==> src/rtl/matrix3_scan_controller.sv <==
// Raster-order scan controller for a rolling P_ROWS-line buffer: writes incoming
// pixels, then issues one 3x3 window read per column once three rows are present.
module matrix3_scan_controller #(
    parameter int  P_COLUMNS     = 640,
    parameter int  P_ROWS        = 4,
    parameter int  P_FRAME_ROWS  = 480,
    parameter int  P_PIXEL_DEPTH = 4,
    localparam int CB            = $clog2(P_COLUMNS),
    localparam int RB            = $clog2(P_ROWS),
    localparam int FB            = $clog2(P_FRAME_ROWS)
) (
    input  logic                     I_CLK,
    input  logic                     I_RESET,
    input  logic                     I_PIXEL_VALID,
    input  logic [P_PIXEL_DEPTH-1:0] I_PIXEL,
    output logic                     O_READY,
    input  logic                     I_SINK_READY,
    output logic [CB-1:0]            O_BUF_COLUMN,
    output logic [RB-1:0]            O_BUF_ROW,
    output logic [P_PIXEL_DEPTH-1:0] O_BUF_PIXEL,
    output logic                     O_BUF_WRITE_ENABLE,
    output logic                     O_BUF_READ_ENABLE,
    output logic                     O_MATRIX_VALID,
    output logic [CB-1:0]            O_MATRIX_COLUMN,
    output logic [FB-1:0]            O_MATRIX_ROW,
    output logic                     O_MATRIX_BORDER,
    output logic                     O_FRAME_DONE
);

    localparam logic [CB-1:0] COL_LAST  = CB'(P_COLUMNS - 1);
    localparam logic [CB-1:0] COL_ONE   = CB'(1);
    localparam logic [RB-1:0] ROW_LAST  = RB'(P_ROWS - 1);
    localparam logic [RB-1:0] ROW_ONE   = RB'(1);
    localparam logic [FB-1:0] WROW_LAST = FB'(P_FRAME_ROWS - 1);
    localparam logic [FB-1:0] WROW_ONE  = FB'(1);
    localparam logic [FB-1:0] WROW_TWO  = FB'(2);

    typedef enum logic [1:0] {
        S_WRITE = 2'd0,
        S_READ  = 2'd1,
        S_DONE  = 2'd2
    } state_t;

    state_t                   state_q, state_d;
    logic [CB-1:0]            col_q, col_d;
    logic [FB-1:0]            wrow_q, wrow_d;
    // Buffer rows of the written frame row and of the centre row, kept alongside wrow
    logic [RB-1:0]            wbuf_q, wbuf_d;
    logic [RB-1:0]            rbuf_q, rbuf_d;

    logic                     mat_valid_q;
    logic [CB-1:0]            mat_col_q;
    logic [FB-1:0]            mat_row_q;
    logic                     mat_border_q;

    logic                     ready_c;
    logic                     buf_write_c;
    logic                     buf_read_c;
    logic [RB-1:0]            buf_row_c;
    logic [CB-1:0]            buf_col_c;
    logic [P_PIXEL_DEPTH-1:0] buf_pixel_c;
    logic                     frame_done_c;

    always_comb begin
        state_d      = state_q;
        col_d        = col_q;
        wrow_d       = wrow_q;
        wbuf_d       = wbuf_q;
        rbuf_d       = rbuf_q;
        ready_c      = 1'b0;
        buf_write_c  = 1'b0;
        buf_read_c   = 1'b0;
        buf_row_c    = '0;
        buf_col_c    = '0;
        buf_pixel_c  = '0;
        frame_done_c = 1'b0;

        if (!I_RESET) begin
            case (state_q)
                S_WRITE: begin
                    ready_c     = 1'b1;
                    buf_write_c = I_PIXEL_VALID;
                    buf_row_c   = wbuf_q;
                    buf_col_c   = col_q;
                    buf_pixel_c = I_PIXEL;
                    if (I_PIXEL_VALID) begin
                        if (col_q == COL_LAST) begin
                            col_d = '0;
                            // The first three rows are written back to back before any read
                            if (wrow_q < WROW_TWO) begin
                                wrow_d = wrow_q + WROW_ONE;
                                wbuf_d = (wbuf_q == ROW_LAST) ? '0 : wbuf_q + ROW_ONE;
                                rbuf_d = wbuf_q;
                            end else begin
                                state_d = S_READ;
                            end
                        end else begin
                            col_d = col_q + COL_ONE;
                        end
                    end
                end

                S_READ: begin
                    buf_read_c = I_SINK_READY;
                    buf_row_c  = rbuf_q;
                    buf_col_c  = col_q;
                    if (I_SINK_READY) begin
                        if (col_q == COL_LAST) begin
                            col_d = '0;
                            if (wrow_q == WROW_LAST) begin
                                state_d = S_DONE;
                            end else begin
                                wrow_d  = wrow_q + WROW_ONE;
                                wbuf_d  = (wbuf_q == ROW_LAST) ? '0 : wbuf_q + ROW_ONE;
                                rbuf_d  = wbuf_q;
                                state_d = S_WRITE;
                            end
                        end else begin
                            col_d = col_q + COL_ONE;
                        end
                    end
                end

                S_DONE: begin
                    frame_done_c = 1'b1;
                    col_d        = '0;
                    wrow_d       = '0;
                    wbuf_d       = '0;
                    rbuf_d       = ROW_LAST;
                    state_d      = S_WRITE;
                end

                default: begin
                    state_d = S_WRITE;
                end
            endcase
        end
    end

    // Matrix outputs follow the read strobe by one cycle, matching the buffer's registered read port
    always_ff @(posedge I_CLK) begin
        if (I_RESET) begin
            state_q      <= S_WRITE;
            col_q        <= '0;
            wrow_q       <= '0;
            wbuf_q       <= '0;
            rbuf_q       <= ROW_LAST;
            mat_valid_q  <= 1'b0;
            mat_col_q    <= '0;
            mat_row_q    <= '0;
            mat_border_q <= 1'b0;
        end else begin
            state_q     <= state_d;
            col_q       <= col_d;
            wrow_q      <= wrow_d;
            wbuf_q      <= wbuf_d;
            rbuf_q      <= rbuf_d;
            mat_valid_q <= buf_read_c;
            if (buf_read_c) begin
                mat_col_q    <= col_q;
                mat_row_q    <= wrow_q - WROW_ONE;
                mat_border_q <= (col_q == '0) || (col_q == COL_LAST);
            end
        end
    end

    assign O_READY            = ready_c;
    assign O_BUF_WRITE_ENABLE = buf_write_c;
    assign O_BUF_READ_ENABLE  = buf_read_c;
    assign O_BUF_ROW          = buf_row_c;
    assign O_BUF_COLUMN       = buf_col_c;
    assign O_BUF_PIXEL        = buf_pixel_c;
    assign O_FRAME_DONE       = frame_done_c;

    // Registered outputs are forced low while reset is held so every output reads zero
    assign O_MATRIX_VALID  = mat_valid_q & ~I_RESET;
    assign O_MATRIX_COLUMN = I_RESET ? '0 : mat_col_q;
    assign O_MATRIX_ROW    = I_RESET ? '0 : mat_row_q;
    assign O_MATRIX_BORDER = mat_border_q & ~I_RESET;

endmodule
==> config.mk <==
export PLATFORM = sky130hd
export DESIGN_NAME = matrix3_scan_controller
export DESIGN_NICKNAME = d
export VERILOG_FILES = /design/src/rtl/matrix3_scan_controller.sv
export SDC_FILE = /design/constraint.sdc
export NUM_CORES = 1
export LEC_CHECK = 0
export CORE_ASPECT_RATIO = 1.1
export CORE_UTILIZATION = 55
export DETAILED_ROUTE_END_ITERATION = 10
export PLACE_DENSITY = 0.85
export SLEW_MARGIN = 20
export SYNTH_ARGS = -nofsm -noshare
export SYNTH_HDL_FRONTEND = slang
export SYNTH_SLANG_ARGS = --single-unit
==> constraint.sdc <==
create_clock -name I_CLK -period 3.8 [get_ports I_CLK]
set_input_delay 0.38 -clock I_CLK [delete_from_list [all_inputs] [get_ports I_CLK]]
set_output_delay 0.38 -clock I_CLK [all_outputs]
set_load 0.02 [all_outputs]
Word level (Yosys, flattened, before mapping)
Cells that the tools add are included.
{ "classes": {"addsub": 4, "magnitude_cmp": 1, "eq_ne": 12, "muxes": 49, "bitwise": 3, "reduce_logical": 8} }
{ "op_table": {"columns": ["op", "n"], "rows": [
  ["9-bit two-way mux", 7],
  ["10-bit two-way mux", 6],
  ["2-bit two-way mux", 20],
  ["10-bit one-hot mux with 3 select lines", 1],
  ["9-bit one-hot mux with 3 select lines", 1],
  ["2-bit != test, second input constant", 7],
  ["2-bit one-hot mux with 3 select lines", 2],
  ["10-bit by 1-bit adder with 10-bit output, second input constant", 1],
  ["10-bit equality test, second input constant", 1],
  ["10-bit logical NOT", 1],
  ["9-bit by 1-bit adder with 9-bit output, second input constant", 1],
  ["9-bit equality test, second input constant", 1],
  ["9-bit by 2-bit less-than comparator with 1-bit output, second input constant", 1],
  ["9-bit by 1-bit subtractor with 9-bit output, second input constant", 1],
  ["1-bit two-way mux", 8],
  ["4-bit two-way mux", 2],
  ["2-bit one-hot mux with 2 select lines", 2],
  ["7-bit AND reduction", 1],
  ["5-bit AND reduction", 1],
  ["2-bit equality test, second input constant", 2],
  ["3-bit AND reduction", 1],
  ["3-bit nonzero test", 1],
  ["2-bit by 1-bit adder with 2-bit output, second input constant", 1],
  ["1-bit AND", 2],
  ["other kinds (5)", 5]
]} }
{ "totals": {"regBits": 46, "in_bits": 8, "output_inout_bits": 41, "wordCells": 86} }

Logic depth before layout (Yosys ltp)
{ "depth": {"ltp_word": 6, "ltp_mapped": 8, "ltp_nobuf": 6} }

Least setup slack after synthesis
Ideal clock, no wire load.
{ "synth_path": {"path_type": "input-to-output", "startpoint": "in I_RESET", "endpoint": "out O_BUF_PIXEL[0]", "arrival_time_ns": 1.736, "required_ns": 3.420, "path_slack_ns": 1.684, "stages": 4, "path_buffers": 2, "cell_sequence": "clkbuf_1 > clkbuf_1 > nor3_1 > and2_1"} }
{ "synth_via": {"elab_chain_len": 1} }
{ "synth_lines": {"columns": ["item", "line", "source"], "rows": [
  ["start: declaration", "13", "input logic I_RESET,"],
  ["4-bit two-way mux", "78", "if (!I_RESET) begin"],
  ["end: declaration", "20", "output logic [P_PIXEL_DEPTH-1:0] O_BUF_PIXEL,"]
]} }
No other way between the ends.

Worst setup path after layout
{ "layout_path": {"startpoint": "reg state_q[0]", "endpoint": "out O_BUF_READ_ENABLE"} }
{ "layout_via": {"elab_chain_len": 3} }
{ "layout_lines": {"columns": ["item", "line", "source"], "rows": [
  ["start: declaration", "44", "state_t state_q, state_d;"],
  ["start signal: assignment", "153", "state_q <= state_d;"],
  ["2-bit by 1-bit equality test with 1-bit output", "79", "case (state_q)"],
  ["1-bit two-way mux", "79", null],
  ["1-bit two-way mux", "78", null],
  ["end: declaration", "22", "output logic O_BUF_READ_ENABLE,"]
]} }
No other way between the ends.

==> out/qor.yml <==
run_status: "complete, no violations"
clockPowerShare: 0.391
internal_power_uw: 710
ys_ff_latch: 46
multi_input_area_sq_um: 1370
numCtsBuffers: 5
start_kind: "flop"
end_kind: "primary output"
peakVddDrop_v: 0.000188
die_x_um: 65.3
initial_utilization: 0.594
routed_wl_um: 5700
yosys.area_share.xor_xnor: 0.0469
grt_first_pass_wirelength_um: 9730
finalHoldViolations: 0
yosys.area_share.simple: 0.315
gp_congestion: 0.938
drc: 0
ctsHtreeMaxLevel: 2
cts_buffer_depth: 2
hold_start: "rbuf_q[0]"
core-area_sq_um: 4080
ys_warn_count: 0
combPwrFrac: 0.077
yosys.area.top_type: "dfxtp_1"
synth_edf_count: 0
postRouteAntennaNets: 0
grt_usage: 0.265
cts-root-buf: "clkbuf_8"
hold_path_depth: 1
wl_per_cell_um: 14.8
clock.fmax_mhz: 326
synth.top_cell.area_share: 0.380
worstSetupPathType: "flop to primary output"
yosysUniqueCellTypes: 48
cts_tree: "done"
synth_flop_cell: "dfxtp_1"
reg2reg_depth: 5
cp.required_ns: 3.42
cts_sinks: 46
rsz0062_at_grt: "no"
synthArstFlopShare: 0
dpl.hpwl_um: 4110
post-route-period-util: 0.808
drive_gt1_frac: 0.0419
swShare: 0.230
p_per_area_nw_per_um2: 306
diodes: 0
r2r_start: "state_q[0]"
antenna_found_initial: 0
p_leak_nw: 1.14
fillers: 341
register_area_sq_um: 921
area_delta_synth_final_pct: 24.4
hold_end: "rbuf_q[0]"
core.rowCount: 24
dr.pass1.iters: 4
r2r-end: "wrow_q[5]"
netlist_area_sq_um: 2430
grt-ovfl-total: 0
crit_arrival_ns: 2.69
cts-resized-gates: 0
fin_crit_ns: 3.07
r2r_setup_slack_ns: 1.27
synth_top_family_by_area: "simple AND/OR/NAND/NOR gates"
synthesis.nets: 306
synth.top_cells.by_area: "dfxtp_1 (38%), nor2b_1 (5.7%), and2_1 (4.1%)"
vias_per_cell: 5.73
tightest_slew_ns: 0.712
ys_seq_area_frac: 0.380
setup_viol: 0
final_cell_mix: "clkdlybuf4s50_1 (48), dfxtp_1 (46), nor2_1 (25)"
fin_worst_skew_ns: 0.00747
die-area_sq_um: 4680
synth-adder-area-share: 0.0258
maxCapViolCount: 0
io_buffer_count: 48
grt_pass1_vias: 2098
synthMuxAreaShare: 0.0165
layout.nets: 346
tns_ns: 0
hold_class: "flop to flop"
fp.dieH_um: 71.7
power_frac_seq: 0.533
hold_slack_ns: 0.490
vias: 2212
power_switching_uw: 212
netlist_instances: 293
synth-compound-area-share: 0.160
slew-limit-headroom: 0.525
slew_viol_final: 0
critPathMaxFanout: 17
final_common_cell: "clkdlybuf4s50_1"
drt-initial-drc-count: 163
ioPinCount: 49
postCtsHoldBufs: 0
syn_area_per_cell_sq_um: 8.28
post_cts_buffers: 0
clock_latency_ns: 0.30
grt_start_max_net_pins: 22
clk_pin_slew_ns: 0.09
## registers in the layout, summed over array words and instances (netlist names)
| name | flops |
|---|---|
| col_q | 10 |
| mat_col_q | 10 |
| wrow_q | 9 |
| state_q | 2 |
| mat_border_q | 1 |
| rbuf_q | 2 |
| mat_valid_q | 1 |
| wbuf_q | 2 |
| mat_row_q | 9 |
## cell families after synthesis
logic type / Yosys count
flip-flops: 46
AND/OR/NAND/NOR: 137
XOR/XNOR: 13
AO/OA/AOI/OAI: 57
adder cells (fa/ha/maj): 5
multiplexers: 4
buffers and inverters: 31
## power groups by stage
stage                     clock (mW)  sequential [mW]  combinational (mW)
after floorplan                    0            0.499              0.0458
after global placement             0            0.503              0.0694
after detailed placement           0            0.503              0.0707
after CTS                      0.362            0.491              0.0709
after global routing           0.388            0.492              0.0775
final                          0.360            0.491              0.0708
## metal layers
layer / vias up / wire length [um] / GRT usage
li1: 1103 / - / -
met1: 1043 / 2470 / 0.325
met2: 62 / 2960 / 0.472
met3: 4 / 242 / 0.0446
met4: 0 / 32 / 0.0700
met5: - / 0 / 0
## worst max-delay path: stages, from the launching register on
cell	delay (ns)
dfxtp_1	0.69
and3b_1	0.53
nand2_1	0.24
clkinv_1	0.08
buf_4	0.22
clkdlybuf4s50_1	0.63
## final cells by class
cell class / count / area share
clock buffer: 5 / 0.0228
clock inverter: 3 / 0.0133
inverter: 12 / 0.0149
multi-input combinational: 216 / 0.453
sequential: 46 / 0.305
tap: 52 / 0.0215
timing repair buffer: 52 / 0.169
## cells in the mapped netlist (2+ instances only)
library cell / instances
and3_1: 4
o22ai_1: 2
dfxtp_1: 46
and2_1: 16
and4_1: 2
nand2_1: 19
nand4_1: 5
o31ai_1: 3
o311ai_0: 4
buf_6: 2
buf_2: 4
a31oi_1: 2
nor3b_1: 2
o311a_1: 2
o22a_1: 10
or2_1: 2
ha_1: 5
nand3b_1: 2
clkbuf_1: 11
nand2b_1: 3
a21o_1: 2
mux2i_1: 4
nor2_1: 25
xnor2_1: 6
a21oi_1: 11
xor2_1: 7
o21ai_1: 2
nor4bb_1: 2
nor2b_1: 22
buf_1: 2
a211oi_1: 3
o21ai_0: 11
nand3_1: 11
nor3_1: 14
inv_1: 11
nor4b_1: 2
## stage by stage
stage	setup WS (ns)	total power [mW]	instances	cell area, sq um	utilization
after global routing	0.533	0.958	386	3020	0.739
after CTS	0.744	0.924	386	3020	0.739
after detailed placement	0.741	0.573	378	2910	0.713
final	0.731	0.923	386	3020	0.739
after global placement	0.797	0.572	378	2910	0.713
after floorplan	1.68	0.545	293	2430	-
## how the worst max path moves through the flow
stage          cells after the start  slack, ns                end  startpoint
5_1_grt                            5       0.53  O_BUF_READ_ENABLE  state_q[0]
3_3_place_gp                       6       0.80          wrow_q[5]     I_RESET
6_report                           5       0.73  O_BUF_READ_ENABLE  state_q[0]
3_5_place_dp                       6       0.74          wrow_q[5]     I_RESET
2_1_floorplan                      4       1.68     O_BUF_PIXEL[0]     I_RESET
4_1_cts                            5       0.74  O_BUF_READ_ENABLE  state_q[0]
Power figures use the tool's default switching activity.
